**src/rtl/hls_deadlock_param_monitor.sv**
```systemverilog
// Parametrised deadlock monitor: flags a stall that persists THRESHOLD cycles and latches its cause.
// Optional feature: define HLS_DEADLOCK_STICKY_EN to hold BLOCKED until clear or reset.
module hls_deadlock_param_monitor #(
   parameter int NUM_AXIS  = 2,
   parameter int NUM_INST  = 1,
   parameter int THRESHOLD = 1,
   parameter int CNT_W     = 16
) (
   input  logic                            clock,
   input  logic                            reset,
   input  logic [NUM_AXIS-1:0]             axis_block_sigs,
   input  logic [NUM_INST-1:0]             inst_idle_sigs,
   input  logic [NUM_INST-1:0]             inst_block_sigs,
   input  logic                            clear,
   output logic                            block,
   output logic [$clog2(NUM_AXIS+1)-1:0]   block_chan,
   output logic [CNT_W-1:0]                block_events
);

   localparam int CHAN_W = $clog2(NUM_AXIS + 1);
   localparam int RUN_W  = $clog2(THRESHOLD + 1);

   typedef enum logic [1:0] {
      ST_IDLE    = 2'd0,
      ST_SUSPECT = 2'd1,
      ST_BLOCKED = 2'd2
   } state_t;

   state_t              state_q, state_d;
   logic [RUN_W-1:0]    run_cnt_q, run_cnt_d;
   logic                block_q, block_d;
   logic [CHAN_W-1:0]   block_chan_q, block_chan_d;
   logic [CNT_W-1:0]    block_events_q, block_events_d;

   logic                cand;
   logic [CHAN_W-1:0]   first_chan;
   logic [RUN_W:0]      run_inc;
   logic                run_reached;
   logic [RUN_W-1:0]    run_sat;

   // Stall candidate, lowest blocked AXIS index, and saturated run increment.
   always_comb begin
      cand = (|axis_block_sigs)
           | ((&(inst_idle_sigs | inst_block_sigs)) & (|inst_block_sigs));
      first_chan = CHAN_W'(NUM_AXIS);
      for (int i = NUM_AXIS - 1; i >= 0; i--) begin
         if (axis_block_sigs[i]) begin
            first_chan = CHAN_W'(i);
         end else begin
            first_chan = first_chan;
         end
      end
      run_inc     = {1'b0, run_cnt_q} + (RUN_W + 1)'(1);
      run_reached = (run_inc >= (RUN_W + 1)'(THRESHOLD));
      if (run_reached) begin
         run_sat = RUN_W'(THRESHOLD);
      end else begin
         run_sat = run_inc[RUN_W-1:0];
      end
   end

   // Next-state and capture logic; clear outranks a concurrent stall.
   always_comb begin
      state_d        = state_q;
      run_cnt_d      = run_cnt_q;
      block_chan_d   = block_chan_q;
      block_events_d = block_events_q;
      if (clear) begin
         state_d   = ST_IDLE;
         run_cnt_d = {RUN_W{1'b0}};
      end else if (cand) begin
         run_cnt_d = run_sat;
         if (run_reached) begin
            state_d = ST_BLOCKED;
            if (state_q != ST_BLOCKED) begin
               block_chan_d = first_chan;
               if (block_events_q != {CNT_W{1'b1}}) begin
                  block_events_d = block_events_q + CNT_W'(1);
               end else begin
                  block_events_d = block_events_q;
               end
            end else begin
               block_chan_d = block_chan_q;
            end
         end else begin
            state_d = ST_SUSPECT;
         end
      end else begin
`ifdef HLS_DEADLOCK_STICKY_EN
         if (state_q == ST_BLOCKED) begin
            state_d = ST_BLOCKED;
         end else begin
            state_d   = ST_IDLE;
            run_cnt_d = {RUN_W{1'b0}};
         end
`else
         state_d   = ST_IDLE;
         run_cnt_d = {RUN_W{1'b0}};
`endif
      end
      block_d = (state_d == ST_BLOCKED);
   end

   // State and output registers with synchronous reset.
   always_ff @(posedge clock) begin
      if (reset) begin
         state_q        <= ST_IDLE;
         run_cnt_q      <= {RUN_W{1'b0}};
         block_q        <= 1'b0;
         block_chan_q   <= {CHAN_W{1'b0}};
         block_events_q <= {CNT_W{1'b0}};
      end else begin
         state_q        <= state_d;
         run_cnt_q      <= run_cnt_d;
         block_q        <= block_d;
         block_chan_q   <= block_chan_d;
         block_events_q <= block_events_d;
      end
   end

   assign block        = block_q;
   assign block_chan   = block_chan_q;
   assign block_events = block_events_q;

endmodule

```
**config.mk**
```make
export PLATFORM = sky130hd
export DESIGN_NAME = hls_deadlock_param_monitor
export DESIGN_NICKNAME = d
export VERILOG_FILES = /design/src/rtl/hls_deadlock_param_monitor.sv
export SDC_FILE = /design/constraint.sdc
export NUM_CORES = 1
export LEC_CHECK = 0
export CAP_MARGIN = 10
export CORE_UTILIZATION = 46
export CTS_BUF_LIST = sky130_fd_sc_hd__clkbuf_4 sky130_fd_sc_hd__clkbuf_8 sky130_fd_sc_hd__clkbuf_16
export CTS_CLUSTER_DIAMETER = 50
export DETAILED_ROUTE_END_ITERATION = 8
export PLACE_DENSITY = 0.89
export SYNTH_ARGS = -nofsm -noshare
export SYNTH_HDL_FRONTEND = slang
export SYNTH_SLANG_ARGS = --single-unit
```
**constraint.sdc**
```tcl
create_clock -name clock -period 3.2 [get_ports clock]
set_clock_uncertainty 0.05 [all_clocks]
set_input_delay 0.64 -clock clock [delete_from_list [all_inputs] [get_ports clock]]
set_output_delay 0.64 -clock clock [all_outputs]
set_load 0.005 [all_outputs]
```
==> impl_metrics.tcl, run 1 <==
set metrics [dict create \
    status "completed" \
    grt_pass1_wl_mm 3.381 \
    cts_sinks 19 \
    fp.dieW_um 47.08 \
    worst_path_dominant_cell_family "simple AND/OR/NAND/NOR gates" \
    portBuffers 24 \
    finish.net_count 142 \
    final_cell_mix "24 x clkdlybuf4s50_1, 19 x dfxtp_1, 13 x a21oi_1, 10 x nand2_1" \
    avgRoutedWirePerCell_um 12.78 \
    busiest_layer "met2" \
    cts.hold.buffers_added 0 \
    post-route-drc-count 0 \
    max_cap_viols 0 \
    die_y_um 47.08 \
    h_tree_depth 1 \
    post-route-util_pct 67.49 \
    worst-path-max-fanout 7 \
    met2_usage_pct 31.39 \
    cts.reportedPaths.clkPinSlew_ns 0.10 \
    post_synth_and_or_nand_nor_area_fraction_pct 31.46 \
    max_freq_mhz 397.7 \
    rsz0062_at_grt "false" \
    routed_wirelength_mm 2.020 \
    flops_latches_synth 19 \
    number_of_antenna_violations_at_the_first_check_in_global_routing 0 \
    cts-root-buf "clkbuf_4" \
    mappedNetlistArea_sq_um 934.6 \
    use_met1_pct 29.51 \
    finalWorstPathRequiredPeriod_ns 2.515 \
    worst-setup-path-type "input port to flop" \
    first_global_vias 809 \
    timing.critical_path.slowest_cell_delay_ns 0.58 \
    synth_area_per_inst_sq_um 8.575 \
    grt_remaining_overflow 0 \
    drt-initial-drc-count 17 \
    grt_usage_pct 21.55 \
    timing.setup.tns_ns 0 \
    worst-endpoint-required_ns 3.35 \
    ir_worst_vdd_v 0.0002227 \
    post_synth_adder_cell_area_pct 1.339 \
    worst_setup_path_start_kind "input port" \
    io_pins 26 \
    arrival_ns 2.66 \
    grt_use_met3_pct 2.308 \
    worstSetupEndpointType "flop" \
    timing.hold.worst.class "flop to flop" \
    total_leakage_power_uw 0.0003830 \
    detailedPlace.worstSlack_ns 0.3840 \
    core-area_sq_um 1821 \
    timing.final.max_slew_violations 0 \
    finalSetupViolCount 0 \
    placement.cell_area_sq_um 1199 \
    multiInputGateArea_sq_um 528.0 \
    layout-area-overhead-vs-synth_pct 31.46 \
    layout.cells.most_common "clkdlybuf4s50_1" \
    cts_inserted_buffers 3 \
    synthCells 109 \
    worst_slew_margin_rel_pct 49.98 \
    number_of_diodes_added_for_antenna_fixing 0 \
    initial_utilization_pct 51.34 \
    cts-root-to-sink-buffers 2 \
    layout-drive-gt1-share_pct 10.53 \
    hpwl_after_detailed_placement_mm 1.452 \
    mappedNetlistNets 117 \
    postRouteAntennaNets 0 \
    r2r_setup_slack_ns 0.77 \
    design.die.area_sq_um 2216 \
    synth_compound_gate_area_share_pct 20.21 \
    cts_setup_buffers 0 \
    crit_path_cell_trace "clkdlybuf4s50_1 -> nor2_1 -> or4b_1 -> or4_4 -> mux2_4" \
    detailedRoute.firstPassIterationCount 4 \
    finalHoldViolations 0 \
    number_of_distinct_library_cells_after_synthesis 33 \
    worst_slew_pin_slew_ns 0.7480 \
    synth-xor-area-share_pct 0 \
    layout.area.seq_sq_um 380.4 \
    worst_path_max_delay_cell "or4b_1" \
    maximum_number_of_pins_on_one_net_before_global_route_repair 22 \
    yosys-mux-area-fraction_pct 2.811 \
    num_vias 939 \
    yosysWarningCount 0 \
    gp_congestion 0.7681 \
    stdcell_area_sq_um 1229 \
    finalCritPeriodShare_pct 78.58 \
    combinational_family_with_the_most_area_after_synthesis "simple AND/OR/NAND/NOR gates" \
    clock_latency_ns 0.30 \
    clock_tree_from_tritoncts "built" \
    route.detailed.vias_per_inst 5.943 \
    timing.critical_path.buf_inv 1 \
    yosysSeqAreaShare_pct 40.70 \
    num-fill-cells 157 \
    post_cts_resized 0 \
    timing.final.ws_setup_ns 0.6854 \
    placement_row_count 15 \
    power_per_cell_area_nw_per_um2 329.1 \
    timing.hold.ws_ns 0.4142 \
]
-- Yosys cell counts --
cell type,number,share of area (%)
o21bai_1,1,0.80
nor4b_1,1,0.94
or4_4,1,1.2
clkbuf_1,3,1.2
and4_1,1,0.94
nor2b_1,2,1.3
nand3_1,2,1.1
or3_1,3,2.0
o21ai_0,4,2.1
or4_1,7,5.6
dfxtp_1,19,41
or3b_2,1,0.94
nand4_1,4,2.7
buf_2,2,1.1
o31a_1,1,0.94
o31ai_1,7,5.6
a21oi_1,13,7.0
mux2_2,1,1.2
nand2_1,10,4.0
nor2_1,5,2.0
nor3_1,3,1.6
and3_1,1,0.67
nor4_1,3,2.0
or2_2,3,2.0
o311ai_0,1,0.94
mux2_4,1,1.6
a211oi_1,1,0.80
or4b_1,1,1.1
ha_1,1,1.3
inv_1,3,1.2
o41ai_1,1,0.94
o311a_1,1,1.1
nand4_2,1,1.3
-- per-stage QoR --
step,cells,total power [uW]
global route,158,422.7
floorplan,109,262.7
detailed placement,154,279.7
finish,158,404.3
CTS,158,408.6
global placement,154,278.7
-- final timing paths --
path                                 from  cells after the start                            end
min reg2reg    block_chan[1]$_SDFFE_PP0P_                      2     block_chan[1]$_SDFFE_PP0P_
max                                 clear                      5  block_events[14]$_SDFFE_PP0P_
min            block_chan[1]$_SDFFE_PP0P_                      2     block_chan[1]$_SDFFE_PP0P_
max reg2reg  block_events[0]$_SDFFE_PP0P_                      5  block_events[14]$_SDFFE_PP0P_
-- logic make-up (layout without fill, tap and decap cells) --
kind of cell | after synthesis | count (layout)
compound gates | 30 | 30
fa+ha+maj | 1 | 1
flops | 19 | 19
buf+inv | 8 | 32
simple gates | 49 | 49
mux | 2 | 2
-- worst min-delay path, cell delays in order, from the launching register on --
cell	delay (ns)
dfxtp_1	0.32
nand2_1	0.05
a21oi_1	0.06
-- power breakdown --
group,total [uW],switching (uW),internal [uW]
logic,31.1,14.8,16.3
clock network,130,73.0,57.1
registers,243,3.20,240
total,404,91.1,313
-- per-layer routing --
| metal | wire, um | share of wire [%] |
|---|---|---|
| met1 | 998 | 49 |
| met2 | 917 | 45 |
| met3 | 49 | 2.4 |
| met4 | 54 | 2.7 |
| met5 | 0 | 0 |
-- cell type report --
type	count	share of cell area, %
clock buffers	4	2.444
inverters	3	0.9165
multi-input cells	82	42.97
flip-flops and latches	19	30.96
well taps	25	2.546
repair buffers	25	20.16
-- registers in the layout, indices dropped and copies added, names as in the netlist --
register      flops
state_q           1
block_events     16
block_chan        2
No activity file was read; power rests on OpenSTA's default activity.
==> run 2, diff against run 1 <==
- clock period: 3.2 -> 2.4 ns (I/O delays scaled with it)
==> run 2 against run 1 <==
Compared with the run above: global-route usage about the same; die area unchanged; clock power up 31%; total power rose by 34%; sequential share of layout area fell by 1.3 points; utilization increased by 2.9 points; sequential power up 34%; critical endpoint unchanged; highest routed layer unchanged.
==> impl_metrics.tcl, run 2 (synthesis gave the netlist of run 1 again) <==
set metrics [dict create \
    rsz0062_at_grt "false" \
    total_leakage_power_uw 0.0004146 \
    num_vias 947 \
    timing.hold.worst.class "flop to flop" \
    placed_instances 161 \
    max_freq_mhz 446.7 \
    route.detailed.vias_per_inst 5.739 \
    hpwl_after_detailed_placement_mm 1.528 \
    worst_slew_pin_slew_ns 0.4998 \
    number_of_antenna_violations_at_the_first_check_in_global_routing 0 \
    timing.final.max_slew_violations 0 \
    avgRoutedWirePerCell_um 12.73 \
    number_of_diodes_added_for_antenna_fixing 0 \
    cts_setup_buffers 0 \
    cts_inserted_buffers 3 \
    worst-setup-path-type "flop to flop" \
    finalHoldViolations 0 \
    largest_register_ffs 16 \
    worst-path-max-fanout 6 \
    worst_path_max_delay_cell "or4b_1" \
    cts.hold.buffers_added 0 \
    reg2reg_from "block_events[0]$_SDFFE_PP0P_" \
    cts.reportedPaths.clkPinSlew_ns 0.10 \
    layout-drive-gt1-share_pct 15.00 \
    worst-endpoint-required_ns 2.54 \
    post_cts_resized 0 \
    num-fill-cells 154 \
    timing.reg2reg.worst_path_depth 5 \
    placement_row_count 15 \
    finish.cell_count_without_fillers 165 \
    r2r_setup_slack_ns 0.16 \
    finalSetupViolCount 0 \
    finish.net_count 149 \
    worstSetupEndpointType "flop" \
    drt-initial-drc-count 22 \
    worstSetupStartpoint "block_events[0]$_SDFFE_PP0P_" \
    detailedPlace.worstSlack_ns -0.1482 \
    end_point_of_the_critical_path "block_events[14]$_SDFFE_PP0P_" \
    io_pins 26 \
    cts-root-to-sink-buffers 2 \
    cp_num_cells 5 \
    post-route-drc-count 0 \
    die_y_um 47.08 \
    cts-root-buf "clkbuf_4" \
    placement.cell_area_sq_um 1251 \
    initial_utilization_pct 51.34 \
    first_global_vias 813 \
    arrival_ns 2.38 \
    timing.final.ws_setup_ns 0.1616 \
    finalWorstPathRequiredPeriod_ns 2.238 \
    timing.critical_path.slowest_cell_delay_ns 0.55 \
    crit_path_cell_trace "ha_1 -> nand3_1 -> or4b_1 -> or4_4 -> mux2_4" \
    clock_latency_ns 0.29 \
    multiInputGateArea_sq_um 528.0 \
    grt_remaining_overflow 0 \
    worst_setup_path_start_kind "flop" \
    stdcell_area_sq_um 1281 \
    status "completed" \
    finalCritPeriodShare_pct 93.27 \
    ir_worst_vdd_v 0.0003664 \
    final_cell_mix "24 x clkdlybuf4s50_1, 19 x dfxtp_1, 13 x a21oi_1, 10 x nand2_1, 8 x buf_4" \
    routed_wirelength_mm 2.100 \
    fp.dieW_um 47.08 \
    h_tree_depth 1 \
    core-area_sq_um 1821 \
    maximum_number_of_pins_on_one_net_before_global_route_repair 19 \
    gp_congestion 0.7998 \
    detailedRoute.firstPassIterationCount 4 \
    grt_pass1_wl_mm 3.415 \
    postRouteAntennaNets 0 \
    layout-area-overhead-vs-synth_pct 37.08 \
    grt_usage_pct 21.59 \
    clock_tree_from_tritoncts "built" \
    worst_slew_margin_rel_pct 66.58 \
    max_cap_viols 0 \
    design.die.area_sq_um 2216 \
    worst_path_dominant_cell_family "simple AND/OR/NAND/NOR gates" \
    r2r-end "block_events[14]$_SDFFE_PP0P_" \
    portBuffers 24 \
    p_total_uw 543.3 \
    layout.cells.most_common "clkdlybuf4s50_1" \
    cts_sinks 19 \
    timing.critical_path.buf_inv 0 \
    layout.area.seq_sq_um 380.4 \
    power_per_cell_area_nw_per_um2 424.0 \
]
==> run 2: cell types whose count changed in the layout (fill, tap and decap cells not counted), sizes merged <==
| cell | delta |
|---|---|
| buf | +7 |
==> run 2: worst min path at each step <==
stage / from / to / cells past startpoint
finish: block_chan[1]$_SDFFE_PP0P_ / block_chan[1]$_SDFFE_PP0P_ / 2
global route: block_chan[1]$_SDFFE_PP0P_ / block_chan[1]$_SDFFE_PP0P_ / 2
CTS: block_chan[1]$_SDFFE_PP0P_ / block_chan[1]$_SDFFE_PP0P_ / 2
detailed placement: block_chan[1]$_SDFFE_PP0P_ / block_chan[1]$_SDFFE_PP0P_ / 2
global placement: block_chan[1]$_SDFFE_PP0P_ / block_chan[1]$_SDFFE_PP0P_ / 2
floorplan: block_chan[1]$_SDFFE_PP0P_ / block_chan[1]$_SDFFE_PP0P_ / 2
==> run 2: area by class of cell <==
| class | instances | area share [%] |
|---|---|---|
| multi-input combinational | 82 | 41.21 |
| sequential | 19 | 29.69 |
| inverter | 3 | 0.8789 |
| tap | 25 | 2.441 |
| clock buffer | 4 | 2.344 |
| timing repair buffer | 32 | 23.44 |
==> run 2: metrics by stage <==
| stage | setup TNS, ns | hold slack, ns | util [%] |
|---|---|---|---|
| floorplan | 0 | 0.4027 | - |
| global placement | -0.1200 | 0.3962 | 68.73 |
| detailed placement | -0.1482 | 0.4047 | 68.73 |
| CTS | 0 | 0.4190 | 70.38 |
| global route | 0 | 0.4417 | 70.38 |
| finish | 0 | 0.4147 | 70.38 |
==> run 2: power by group <==
part | total, uW | switching (uW) | internal, uW
Clock | 170 | 94.5 | 76.0
Combinational | 48.1 | 21.6 | 26.6
Sequential | 325 | 4.82 | 320
Total | 543 | 121 | 422
==> run 2: worst min-delay path, stage by stage, from the launching register on <==
cell and delay, ns:
dfxtp_1 0.32, nand2_1 0.05, a21oi_1 0.05
==> run 2: metal layers <==
layer,vias to the layer above,GRT usage (%),share of wire [%]
met5,-,0,0
met4,0,8.571,0.67
met3,2,2.308,3.0
met2,22,33.33,46
met1,439,30.95,50
li1,484,-,-
==> run 3, diff against run 2 <==
- CAP_MARGIN: 10 -> 20
==> results of run 3 <==
Final layout, timing and power as in run 2 (identical DEF).
